`src/rtl/fetch_issue_queue.sv`:
```
// Elastic in-order buffer between fetch and issue: DEPTH-entry circular queue
// with valid/ready on both sides and a whole-queue flush for redirects.
module fetch_issue_queue #(
  parameter int XLEN  = 32,
  parameter int DEPTH = 4,
  parameter int CNT_W = $clog2(DEPTH + 1)
) (
  input  logic             clk,
  input  logic             reset,
  input  logic             flush,
  input  logic             in_valid,
  output logic             in_ready,
  input  logic [XLEN-1:0]  in_instr,
  input  logic [XLEN-1:0]  in_pc,
  input  logic             in_pred,
  input  logic             in_branch,
  input  logic             in_jump,
  output logic             out_valid,
  input  logic             out_ready,
  output logic [XLEN-1:0]  out_instr,
  output logic [XLEN-1:0]  out_pc,
  output logic             out_pred,
  output logic             out_branch,
  output logic             out_jump,
  output logic [CNT_W-1:0] count
);

  localparam int PTR_W = $clog2(DEPTH);

  logic [XLEN-1:0]  instrMem_q [DEPTH];
  logic [XLEN-1:0]  pcMem_q    [DEPTH];
  logic             predMem_q  [DEPTH];
  logic             branchMem_q[DEPTH];
  logic             jumpMem_q  [DEPTH];

  logic [PTR_W-1:0] head_q, head_d;
  logic [PTR_W-1:0] tail_q, tail_d;
  logic [CNT_W-1:0] count_q, count_d;

  logic push;
  logic pop;
  logic writeEn;

  // Handshake qualifiers depend only on registered occupancy, so a pop while
  // full never frees a slot for a same-cycle push.
  assign in_ready  = (count_q != CNT_W'(DEPTH));
  assign out_valid = (count_q != '0);
  assign push      = in_valid & in_ready;
  assign pop       = out_valid & out_ready;
  assign writeEn   = push & ~flush & ~reset;
  assign count     = count_q;

  assign out_instr  = out_valid ? instrMem_q[head_q]  : '0;
  assign out_pc     = out_valid ? pcMem_q[head_q]     : '0;
  assign out_pred   = out_valid ? predMem_q[head_q]   : 1'b0;
  assign out_branch = out_valid ? branchMem_q[head_q] : 1'b0;
  assign out_jump   = out_valid ? jumpMem_q[head_q]   : 1'b0;

  // Flush discards the whole queue and ignores any same-cycle handshake.
  always_comb begin
    head_d  = head_q;
    tail_d  = tail_q;
    count_d = count_q;
    if (flush) begin
      head_d  = '0;
      tail_d  = '0;
      count_d = '0;
    end else begin
      if (push) tail_d = tail_q + PTR_W'(1);
      if (pop)  head_d = head_q + PTR_W'(1);
      if (push && !pop)      count_d = count_q + CNT_W'(1);
      else if (pop && !push) count_d = count_q - CNT_W'(1);
    end
  end

  always_ff @(posedge clk) begin
    if (reset) begin
      head_q  <= '0;
      tail_q  <= '0;
      count_q <= '0;
    end else begin
      head_q  <= head_d;
      tail_q  <= tail_d;
      count_q <= count_d;
    end
  end

  always_ff @(posedge clk) begin
    if (writeEn) begin
      instrMem_q[tail_q]  <= in_instr;
      pcMem_q[tail_q]     <= in_pc;
      predMem_q[tail_q]   <= in_pred;
      branchMem_q[tail_q] <= in_branch;
      jumpMem_q[tail_q]   <= in_jump;
    end
  end

endmodule

```
`config.mk`:
```
export PLATFORM = sky130hd
export DESIGN_NAME = fetch_issue_queue
export DESIGN_NICKNAME = d
export VERILOG_FILES = /design/src/rtl/fetch_issue_queue.sv
export SDC_FILE = /design/constraint.sdc
export NUM_CORES = 1
export LEC_CHECK = 0
export ABC_CLOCK_PERIOD_IN_PS = 5000
export BUFFER_PORTS_ARGS = -buffer_cell sky130_fd_sc_hd__buf_2
export CORE_ASPECT_RATIO = 0.75
export CORE_MARGIN = 2
export CORE_UTILIZATION = 36
export DETAILED_ROUTE_END_ITERATION = 8
export GPL_TIMING_DRIVEN = 0
export MAX_ROUTING_LAYER = met4
export PLACE_DENSITY = 0.6
export SLEW_MARGIN = 20
export SYNTH_ARGS = -nofsm -noshare
export SYNTH_HDL_FRONTEND = slang
export SYNTH_SLANG_ARGS = --single-unit
export TNS_END_PERCENT = 20
```
`constraint.sdc`:
```
create_clock -name clk -period 5 [get_ports clk]
set_input_delay 0.25 -clock clk [delete_from_list [all_inputs] [get_ports clk]]
set_output_delay 0.25 -clock clk [all_outputs]
set_load 0.03 [all_outputs]
```
==> results_dict.tcl <==
set metrics [dict create \
    async_reset_ff_share_pct 0 \
    period_needed_ps 3028 \
    drtPass1Iterations 4 \
    finalCritPeriodShare_pct 60.55 \
    hp-class "input port to flop" \
    rsz0062_at_grt "no" \
    max_freq_mhz 330.3 \
    cts_made_buffers 29 \
    fin_ws_ps 1972 \
    slew_violations 0 \
    synth_adder_area_share_pct 0.7777 \
    fill_cells 2475 \
    root_buffer "clkbuf_16" \
    clock-sinks 277 \
    synth_cell_types 29 \
    yosysWarnings 0 \
    yosys.cell_count.top_type "edfxtp_1" \
    synth_simple_gate_area_share_pct 4.890 \
    grt_pass1_vias 5874 \
    syn2layout_area_growth_pct 28.51 \
    rows 54 \
    ant_nets 0 \
    holdWs_ps 79.01 \
    clock_skew_ps 18.67 \
    max-vdd-ir-drop_mv 0.3142 \
    finalSetupViolations 0 \
    p_per_area_nw_per_um2 400.7 \
    pre_cts_slack_ps 2398 \
    grt_max_degree 38 \
    core_sq_um 29050 \
    clock_latency_ps 550 \
    drc_errors 0 \
    synthTopCellsByArea "edfxtp_1 (76%), mux4_2 (14%), and2_1 (3.9%), dfxtp_1 (1.7%), buf_12 (0.75%)" \
    drive_above_1_share_pct 37.03 \
    final_area_sq_um 13650 \
    netlist_instances 473 \
    postSynthAreaPerCell_sq_um 22.45 \
    grt_first_pass_wirelength_microns 33220 \
    synth_top_family_by_area "multiplexers" \
    synth_top_flop_cell "edfxtp_1" \
    post_cts_resized 0 \
    setup_tns_ps 0 \
    synth_top_area_share_pct 75.79 \
    htreeDepth 1 \
    synthesis.nets 551 \
    slew_headroom_pct 55.53 \
    gp_congestion 0.7640 \
    crit_type "flop to primary output" \
    start_util_pct 36.55 \
    cap_viol_max_count 0 \
    dp.final_hpwl_microns 13410 \
    synth_xor_xnor_area_share_pct 0.3299 \
    start_kind "flop" \
    worst_pin_slew_ps 667.1 \
    p_total_mw 5.469 \
    required_ps 4750 \
    grt_overflow 0 \
    die-area_sq_um 30900 \
    synth-compound-area-share_pct 0.4124 \
    detail_route.iter0.violations 227 \
    routedWlPerCell_microns 19.05 \
    clkSlewWorstSetupHoldPaths_ps 60 \
    synth.area.mux_share_pct 14.30 \
    die_x_microns 202.3 \
    yosysTopAreaCell "edfxtp_1" \
    via_count 5420 \
    synth-edff-count 268 \
    die_h_microns 152.7 \
    syn_area_sq_um 10620 \
    routed_wl_microns 21580 \
    fin_nets 797 \
    track_usage_pct 14.48 \
    ys_seq_elements 277 \
    cts_tree "yes" \
    placed_cell_area_sq_um 11960 \
    outcome "complete, no violations" \
    synth-seq-area-share_pct 77.48 \
    routed_via_density 4.784 \
    antenna_found_initial 1 \
    multiInputGateArea_sq_um 2220 \
    end_kind "primary output" \
    pin_count 144 \
    yosys-top-cells-count "edfxtp_1 (268), and2_1 (67), mux4_2 (67)" \
    arrival_ps 2780 \
    cp_max_fo 10 \
    clk_path_buf_depth 3 \
    r2r_slack_ps 2650 \
    hold_violations 0 \
    seq_area_sq_um 8228 \
    numPortBuffers 143 \
    power_leakage_nw 4.715 \
]
## flip-flops by register name, summed over array words and instances, names as in the netlist, named ones only
name	cells
jumpMem_q	4
pcMem_q	128
count	3
branchMem_q	4
instrMem_q	128
predMem_q	4
tail_q	2
head_q	2
## power breakdown
part           switching [mW]  internal (mW)
clock                   0.846           1.42
combinational           0.386          0.232
sequential             0.0115           2.58
total                    1.24           4.23
## worst max-delay path, cell delays in order (launching register included)
cell	delay, ps
dfxtp_1	470
or3_1	400
clkbuf_1	510
clkbuf_1	390
and2_1	240
buf_2	210
## worst paths after layout
kind,depth (start not counted),startpoint,end
worst max-delay path,5,count[1]$_SDFFE_PP0P_,out_pc[9]
worst min-delay path,4,reset,tail_q[0]$_SDFFE_PP0P_
worst max register to register,9,count[1]$_SDFFE_PP0P_,count[2]$_SDFFE_PP0P_
worst min register to register,2,tail_q[0]$_SDFFE_PP0P_,tail_q[0]$_SDFFE_PP0P_
## cells by family after synthesis
logic type | count (synthesis)
xor+xnor | 4
mux | 68
compound gates | 6
buf+inv | 27
flops | 277
fa+ha+maj | 6
simple gates | 85
## cell type report
cell class | instances | share of cell area (%)
diodes | 1 | 0.01834
plain buffers | 24 | 1.320
clock buffers | 34 | 5.455
clock inverters | 18 | 1.935
inverters | 3 | 0.08252
multi-input cells | 169 | 16.26
flip-flops and latches | 277 | 60.29
well taps | 392 | 3.594
repair buffers | 215 | 11.04
## layer usage
| layer | track usage, % | vias to the layer above | wire length [microns] |
|---|---|---|---|
| li1 | - | 2431 | - |
| met1 | 19.16 | 2781 | 9419 |
| met2 | 22.78 | 169 | 10370 |
| met3 | 3.336 | 39 | 1322 |
| met4 | 3.615 | 0 | 467 |
| met5 | - | - | 0 |
## stage by stage
step           utilization (%)  std cells
2_1_floorplan                -        473
3_3_place_gp             40.70       1008
3_5_place_dp             41.15       1012
4_1_cts                  46.96       1132
5_1_grt                  46.97       1133
6_report                 46.97       1133
## repair_timing
action                                 CTS  global route
buffers inserted                         0             0
hold buffers                            68             0
setup endpoints to repair                0             0
endpoints found under the hold margin  270             0
## cells in the final DEF (no fill, tap or decap), types with 2 or more instances in the layout
cell,instances
edfxtp_1,268
buf_2,147
dlygate4sd3_1,68
mux4_2,67
and2_1,67
clkbuf_16,29
clkbuf_1,13
dfxtp_1,9
clkinv_1,7
bufinv_16,7
nor2_1,6
ha_1,5
buf_12,4
and3_4,4
xor2_1,4
buf_16,4
inv_1,3
buf_4,3
buf_1,3
or3_1,2
nand4_1,2
o21ai_0,2
clkinv_2,2
Power figures use the tool's default switching activity.
